File: config.mk
export PLATFORM = sky130hd
export DESIGN_NAME = timer_share_ctrl
export DESIGN_NICKNAME = d
export VERILOG_FILES = /design/src/rtl/timer_share_ctrl.sv
export SDC_FILE = /design/constraint.sdc
export NUM_CORES = 1
export LEC_CHECK = 0
export BUFFER_PORTS_ARGS = -buffer_cell sky130_fd_sc_hd__buf_2
export CAP_MARGIN = 20
export CORE_ASPECT_RATIO = 0.5
export CORE_UTILIZATION = 35
export CTS_BUF_LIST = sky130_fd_sc_hd__clkbuf_16
export DETAILED_ROUTE_END_ITERATION = 12
export SKIP_CTS_REPAIR_TIMING = 1
export SYNTH_ARGS = -nofsm -noshare
export SYNTH_HDL_FRONTEND = slang
export SYNTH_SLANG_ARGS = --single-unit
File: constraint.sdc
create_clock -name HCLK -period 8.9 [get_ports HCLK]
set_input_delay 0.89 -clock HCLK [delete_from_list [all_inputs] [get_ports HCLK]]
set_output_delay 0.89 -clock HCLK [all_outputs]
set_load 0.1 [all_outputs]
File: src/rtl/timer_share_ctrl.sv
// timer_share_ctrl: shares one APB timer slave between NUM_REQ requesters.
// Round-robin arbitration, APB programming of the timer, and completion signalling.
//
// Ports:
//   HCLK, HRESETn       clock, asynchronous active-low reset
//   req_i/cmp_i/presc_i per-requester level request, compare value, prescaler
//   gnt_o/done_o/err_o  one-hot grant, completion pulse, reject pulse
//   busy_o              high whenever the FSM is not in IDLE
//   PADDR..PREADY       APB master port (writes only)
//   timer_irq_i         timer interrupts; bit1 = compare match

module timer_share_ctrl #(
    parameter int                        NUM_REQ        = 4,
    parameter int                        APB_ADDR_WIDTH = 12,
    parameter logic [APB_ADDR_WIDTH-1:0] TIMER_BASE     = '0
) (
    input  logic                        HCLK,
    input  logic                        HRESETn,
    input  logic [NUM_REQ-1:0]          req_i,
    input  logic [NUM_REQ*32-1:0]       cmp_i,
    input  logic [NUM_REQ*3-1:0]        presc_i,
    output logic [NUM_REQ-1:0]          gnt_o,
    output logic [NUM_REQ-1:0]          done_o,
    output logic [NUM_REQ-1:0]          err_o,
    output logic                        busy_o,
    output logic [APB_ADDR_WIDTH-1:0]   PADDR,
    output logic [31:0]                 PWDATA,
    output logic                        PWRITE,
    output logic                        PSEL,
    output logic                        PENABLE,
    input  logic                        PREADY,
    input  logic [1:0]                  timer_irq_i
);

    localparam int IW = (NUM_REQ > 1) ? $clog2(NUM_REQ) : 1;

    localparam logic [APB_ADDR_WIDTH-1:0] ADDR_CTRL =
        TIMER_BASE + APB_ADDR_WIDTH'(4);
    localparam logic [APB_ADDR_WIDTH-1:0] ADDR_CMP =
        TIMER_BASE + APB_ADDR_WIDTH'(8);

    typedef enum logic [2:0] {
        S_IDLE, S_DIS, S_CMP, S_EN, S_WAIT, S_STOP, S_DONE, S_ERR
    } state_t;

    // GAP: PSEL low inside a write state; SETUP/ACC: the two APB phases
    typedef enum logic [1:0] {PH_GAP, PH_SETUP, PH_ACC} phase_t;

    state_t                      state_q;
    phase_t                      phase_q;
    logic [IW-1:0]               ptr_q;
    logic [IW-1:0]               idx_q;
    logic [31:0]                 cmp_q;
    logic [2:0]                  presc_q;
    logic                        cancel_q;
    logic [NUM_REQ-1:0]          gnt_q;
    logic [NUM_REQ-1:0]          done_q;
    logic [NUM_REQ-1:0]          err_q;
    logic                        busy_q;
    logic [APB_ADDR_WIDTH-1:0]   paddr_q;
    logic [31:0]                 pwdata_q;
    logic                        psel_q;
    logic                        penable_q;

    logic [31:0]                 cmp_a   [NUM_REQ];
    logic [2:0]                  presc_a [NUM_REQ];
    logic                        any_d;
    logic [IW-1:0]               win_d;
    logic [IW-1:0]               ptr_d;
    logic [31:0]                 ctrl_en;
    logic                        unused_irq0;

    assign unused_irq0 = timer_irq_i[0];
    assign ctrl_en     = {26'b0, presc_q, 2'b0, 1'b1};

    always_comb begin
        for (int i = 0; i < NUM_REQ; i++) begin
            cmp_a[i]   = cmp_i[32*i +: 32];
            presc_a[i] = presc_i[3*i +: 3];
        end
    end

    // First set request at or above the pointer, wrapping around
    always_comb begin
        any_d = 1'b0;
        win_d = '0;
        for (int k = 0; k < NUM_REQ; k++) begin
            if (!any_d && req_i[IW'((int'(ptr_q) + k) % NUM_REQ)]) begin
                any_d = 1'b1;
                win_d = IW'((int'(ptr_q) + k) % NUM_REQ);
            end
        end
        ptr_d = (win_d == IW'(NUM_REQ - 1)) ? '0 : win_d + 1'b1;
    end

    always_ff @(posedge HCLK or negedge HRESETn) begin
        if (!HRESETn) begin
            state_q   <= S_IDLE;
            phase_q   <= PH_GAP;
            ptr_q     <= '0;
            idx_q     <= '0;
            cmp_q     <= '0;
            presc_q   <= '0;
            cancel_q  <= 1'b0;
            gnt_q     <= '0;
            done_q    <= '0;
            err_q     <= '0;
            busy_q    <= 1'b0;
            paddr_q   <= '0;
            pwdata_q  <= '0;
            psel_q    <= 1'b0;
            penable_q <= 1'b0;
        end else begin
            done_q <= '0;
            err_q  <= '0;
            unique case (state_q)
                S_IDLE: begin
                    if (any_d) begin
                        idx_q    <= win_d;
                        cmp_q    <= cmp_a[win_d];
                        presc_q  <= presc_a[win_d];
                        gnt_q    <= NUM_REQ'(1) << win_d;
                        ptr_q    <= ptr_d;
                        cancel_q <= 1'b0;
                        busy_q   <= 1'b1;
                        if (cmp_a[win_d] == 32'd0) begin
                            state_q <= S_ERR;
                            err_q   <= NUM_REQ'(1) << win_d;
                        end else begin
                            // DIS setup is presented straight from IDLE
                            state_q  <= S_DIS;
                            phase_q  <= PH_SETUP;
                            psel_q   <= 1'b1;
                            paddr_q  <= ADDR_CTRL;
                            pwdata_q <= '0;
                        end
                    end
                end
                S_DIS, S_CMP, S_EN, S_STOP: begin
                    unique case (phase_q)
                        PH_GAP: begin
                            psel_q   <= 1'b1;
                            phase_q  <= PH_SETUP;
                            paddr_q  <= (state_q == S_CMP) ? ADDR_CMP
                                                           : ADDR_CTRL;
                            pwdata_q <= (state_q == S_CMP) ? cmp_q
                                      : (state_q == S_EN)  ? ctrl_en
                                                           : '0;
                        end
                        PH_SETUP: begin
                            penable_q <= 1'b1;
                            phase_q   <= PH_ACC;
                        end
                        default: begin
                            if (PREADY) begin
                                psel_q    <= 1'b0;
                                penable_q <= 1'b0;
                                phase_q   <= PH_GAP;
                                if (state_q == S_DIS) begin
                                    state_q <= S_CMP;
                                end else if (state_q == S_CMP) begin
                                    state_q <= S_EN;
                                end else if (state_q == S_EN) begin
                                    state_q <= S_WAIT;
                                end else if (cancel_q) begin
                                    state_q <= S_IDLE;
                                    gnt_q   <= '0;
                                    busy_q  <= 1'b0;
                                end else begin
                                    state_q <= S_DONE;
                                    done_q  <= gnt_q;
                                end
                            end
                        end
                    endcase
                end
                S_WAIT: begin
                    // A match wins over a withdrawal seen in the same cycle
                    if (timer_irq_i[1] || !req_i[idx_q]) begin
                        cancel_q <= !timer_irq_i[1];
                        state_q  <= S_STOP;
                        phase_q  <= PH_SETUP;
                        psel_q   <= 1'b1;
                        paddr_q  <= ADDR_CTRL;
                        pwdata_q <= '0;
                    end
                end
                S_DONE, S_ERR: begin
                    state_q <= S_IDLE;
                    gnt_q   <= '0;
                    busy_q  <= 1'b0;
                end
                default: begin
                    state_q <= S_IDLE;
                end
            endcase
        end
    end

    assign gnt_o   = gnt_q;
    assign done_o  = done_q;
    assign err_o   = err_q;
    assign busy_o  = busy_q;
    assign PADDR   = paddr_q;
    assign PWDATA  = pwdata_q;
    assign PSEL    = psel_q;
    assign PENABLE = penable_q;
    assign PWRITE  = psel_q;

endmodule

# Word-level counts from Yosys, hierarchy flattened
# Index checks and enable logic that the tools add are counted.
# totals
reg_bits	104
elab_cells	171
# op_classes
n_lt_le_gt_ge	6
addsub	4
eq_ne	22
muxes	93
n_bitwise	2
n_reduce_logical	28
shifts	1
# ops
op	n
$mux 32	7
$pmux 32 s3	1
$mux 4	17
$bmux 32 s2	1
$mux 12	4
$pmux 12 s3	1
$mux 3	11
$logic_not 32->1	1
$mux 1	26
$ne 2x2->1 const B	11
$mux 2	9
$lt 2x4->1 const B	4
$eq 3x3->1 const B	4
$pmux 3 s4	1
$pmux 4 s3	1
$bmux 1 s2	5
$reduce_and 5->1	2
$reduce_and 8->1	1
$reduce_and 7->1	1
$bmux 3 s2	1
$eq 3x2->1 const B	2
$mux 6	1
$pmux 1 s2	3
$pmux 1 s3	2
27 further kinds	39

# Logic depth before layout (Yosys ltp)
# logic_depth
depth_word	21
depth_mapped	15
depth_no_buf	10

# Worst setup path before layout
# No wires, ideal clock.
# synth_path
path_type	input to register
startpoint	in req_i[1]
endpoint	reg pwdata_q[25], in the netlist PWDATA[25]
arrival_time_ns	3.135
slack_ns	5.644
path_stages	15
path_cell_list	inv_2 -> o221a_2 -> and2_1 -> buf_6 -> inv_8 -> buf_4 -> a211oi_1 -> o22ai_1 -> nor4_1 -> and4_1 -> buf_6 -> or3_1 -> buf_6 -> buf_6 -> a32o_1
# synth_via
elab_chain_cells	20
elab_cells_between_ends	39
cone_classes	eq/ne: 3; mux: 25; bitwise: 1; reduce/logical: 10
# synth_lines
item	line_no	source
start: declaration	19	input logic [NUM_REQ-1:0] req_i,
$bmux 1 s2	88	if (!any_d && req_i[IW'((int'(ptr_q) + k) % NUM_REQ)]) begin
$mux 1 (implied by the code) (2 in a row)	88	
$mux 1	88	
$logic_not 1->1	88	
$logic_and 1x1->1	88	
$mux 1	88	
$logic_not 1->1	88	
$logic_and 1x1->1	88	
(+3 left out)	-	
$mux 2 *	88	
net win_d[1]	68	logic [IW-1:0] win_d;
$not 2->3 (implied by the code) *	126	if (cmp_a[win_d] == 32'd0) begin
$bmux 32 s2 *	126	
$mux 32 (implied by the code) * (2 in a row)	126	
$logic_not 32->1 *	126	
$ne 2x2->1 (no line) *	-	
$reduce_and 5->1 (no line) *	-	
end signal: assignment	146	pwdata_q <= (state_q == S_CMP) ? cmp_q
end: declaration	61	logic [31:0] pwdata_q;
# Mark *: on every way through the listed nets, which the timed path passes. The rest lies on a longest branch. The select of a mux whose other input is x is not followed.
# A chain may end at the register's enable or synchronous reset.

# Final worst setup path
# layout_path
startpoint	in req_i[3]
endpoint	reg pwdata_q[23], in the netlist PWDATA[23]
# layout_via
elab_chain_cells	20
elab_cells_between_ends	39
cone_classes	eq/ne: 3; mux: 25; bitwise: 1; reduce/logical: 10
# layout_lines
item	line_no
$bmux 1 s2	88
$mux 1 (implied by the code) (2 in a row)	88
$mux 1	88
$logic_not 1->1	88
$logic_and 1x1->1	88
$mux 1	88
$logic_not 1->1	88
$logic_and 1x1->1	88
(+2 left out)	-
$logic_and 1x1->1	88
$mux 2	88
$not 2->3 (implied by the code)	126
$bmux 32 s2	126
$mux 32 (implied by the code) (2 in a row)	126
$logic_not 32->1	126
$ne 2x2->1 (no line)	-
$reduce_and 5->1 (no line) *	-
# Mark *: on every way between the ends. The rest lies on a longest branch, timed or not. The select of a mux whose other input is x is not followed.

==> results.md <==
* Status: complete, no violations
* Vias in the first global route at 4809
* Die width at 178 um
* Detailed Place HPWL at 12.2 mm
* Vias at 5191
* Largest net degree at the start of global routing at 82
* RSZ-0062 raised after global routing: no
* Max-cap violations at 0
* DR pass1 iterations at 5
* # fillers at 1501
* Pwr dens at 364 mW/mm2
* Final worst-path cycle share at 0.621
* CTS buffer count at 9
* Clock-pin slew of the registers on the worst-case setup and hold paths at 0.07 ns
* Predominant post-synthesis flop cell: dfrtp_1
* Pwr Total at 0.00243 W
* # DRC at 0
* Mapped cell area at 0.00544 mm2
* Die Y-Extent at 90.2 um
* DR WL/cell at 18.0 um
* CTS root buf: clkbuf_16
* Final #Nets at 899
* Cells after synthesis at 589
* Full die area at 0.0161 mm2
* Leading area contributor after synthesis: dfrtp_1
* Leakage at 3.36 nW
* Top fanout value on the critical path at 73
* Final critical-path required period at 5.53 ns
* Min-delay worst type: input port to asynchronous set/reset pin
* Bufs and invs on worst path at 2
* Routability cong. at 0.789
* Final WS setup at 3.37 ns
* Clock sinks at 94
* Top post-synthesis cells by area: dfrtp_1 43%, a211oi_1 8.6%, and3_1 8.3%
* Area growth from synthesis to layout at 22.7%
* Post-route ant nets at 0
* Post-synthesis cell type count at 49
* Syn Area/Cell at 9.24 um2
* Antenna diodes at 0
* TritonCTS clock tree: built
* Crit path largest cell delay at 0.90 ns
* Most frequent cells in the layout: 196 x buf_2, 94 x dfrtp_1, 83 x nand2_1
* Post-synthesis register bit count at 94
* Worst IR Drop VDD at 120 uV
* Initial DRC Count at 403
* Layout cells sized above 1 at 0.309
* CP arrival at 5.82 ns
* Worst setup EP type: flop
* H-tree depth at 3
* Setup Skew at 0.0100 ns
* Drt total wl at 17.1 mm
* Sequential share of the synthesized area at 0.432
* Slew HR at 0.289
* F_max at 0.181 GHz
* TNS Setup at 0 ns
* Port bufs at 197
* Synth warn at 0
* Worst slew pin tran at 1.07 ns
* CP required at 9.19 ns
* Async set-reset flop share out of synthesis at 1.00
* # rows at 31
* Total grt overflow at 0
* Vias per cell at 5.47
* Delay-heaviest family, CP: simple AND/OR/NAND/NOR gates
* Commonest non-fill, non-tap cell in the layout: buf_2
* Final setup vio count at 0
* Post-Place Worst Slack at 3.06 ns
* Io pins at 209
* Crit Path Class: input port to flop
* Core area at 0.0148 mm2
* Startpoint types: input port
* Slew Viols, Final at 0
* Global Route Usage Sum at 0.210
* Yosys top cell area share at 0.432
* Clock Path Buffers at 2
* Antenna violations before repair at 0
* Final Hold Fails at 0
* Initial Util at 0.367
* Post-synth EDFFs at 0
* Crit-path cells: buf_2 > nand3b_1 > o221a_2 > and2_1 > inv_8 > a211oi_1 > o22ai_1 > nor4_1 > and4_1 > or3_1 > a32o_1
* CP max stage cell: o221a_2
* Worst-skew pair later-pin latency at 0.35 ns
* First-pass GRT wire length at 26.1 mm
## routing by layer
metal  GRT usage  part of all wire
met3      0.0440             0.046
met4      0.0565             0.013
met2       0.335              0.48
met1       0.287              0.46
met5           0                 0
## cell usage after synthesis, types with 8 or more instances
| master | number |
|---|---|
| o22ai_1 | 18 |
| buf_4 | 15 |
| clkbuf_1 | 29 |
| o31ai_1 | 32 |
| nor2_1 | 14 |
| dfrtp_1 | 94 |
| and3_1 | 72 |
| a211oi_1 | 62 |
| buf_6 | 11 |
| o21ai_0 | 29 |
| a21oi_1 | 16 |
| nand2_1 | 84 |
| buf_2 | 8 |
| a22oi_1 | 9 |
| a32o_1 | 21 |
| nand3_1 | 10 |
## path summary, 6_finish.rpt
path	end	depth (start not counted)	slack, ns	from
hold reg to reg	cmp_q[12]	2	0.48	cmp_q[12]
setup reg to reg	PWDATA[23]	10	3.64	ptr_q[0]
min in group HCLK	cmp_q[12]	2	0.48	cmp_q[12]
hold / removal	PADDR[3]	1	0.37	HRESETn
max in group asynchronous	cmp_q[1]	3	7.63	HRESETn
setup / recovery	PWDATA[23]	11	3.37	req_i[3]
## flip-flops by register name, summed over array words and instances, names as in the netlist
| signal | count |
|---|---|
| cmp_q | 32 |
| state_q | 3 |
| done_o | 4 |
| gnt_o | 4 |
| err_o | 4 |
| PENABLE | 1 |
| cancel_q | 1 |
| phase_q | 2 |
| PSEL | 1 |
| idx_q | 2 |
| PADDR | 2 |
| PWDATA | 32 |
| busy_o | 1 |
| presc_q | 3 |
| ptr_q | 2 |
## logic make-up (layout without fill, tap and decap cells)
kind of cell	after synthesis	count (layout)	share of synthesized area
AND/OR/NAND/NOR	207	207	0.192
buffers and inverters	76	229	0.0853
flip-flops	94	94	0.432
AO/OA/AOI/OAI	202	202	0.269
multiplexers	5	5	0.0115
other	1	10	0.000689
adder cells (fa/ha/maj)	4	4	0.00920
## stage by stage
| step | hold WS [ns] | instances | cell area [um2] | utilization |
|---|---|---|---|---|
| after floorplan | 0.448 | 598 | 5480 | - |
| after global placement | 0.461 | 932 | 6360 | 0.429 |
| after detailed placement | 0.470 | 932 | 6360 | 0.429 |
| after CTS | 0.368 | 948 | 6650 | 0.449 |
| after global routing | 0.373 | 949 | 6680 | 0.451 |
| final | 0.372 | 949 | 6680 | 0.451 |
## cell type report
class	count	area, um2	area share
inverters	9	41.3	0.00618
clock buffers	9	225	0.0337
flip-flops and latches	94	2350	0.352
repair buffers	204	1060	0.159
well taps	198	248	0.0371
multi-input cells	428	2680	0.402
clock inverters	7	67.6	0.0101
## worst reg2reg max path, delay by kind of cell, from the launching register on
family	cells	cell delay, ns
AND/OR/NAND/NOR	5	2.26
AO/OA/AOI/OAI	4	2.24
buffers and inverters	1	0.25
flip-flops	1	0.44
## report_power, final
group	switching [W]	leakage, nW	internal (W)
clock network	0.000170	0.136	0.000216
logic	0.000993	2.02	0.000349
registers	0.000125	1.20	0.000577
total	0.00129	3.36	0.00114
No activity file was read; power rests on OpenSTA's default activity.
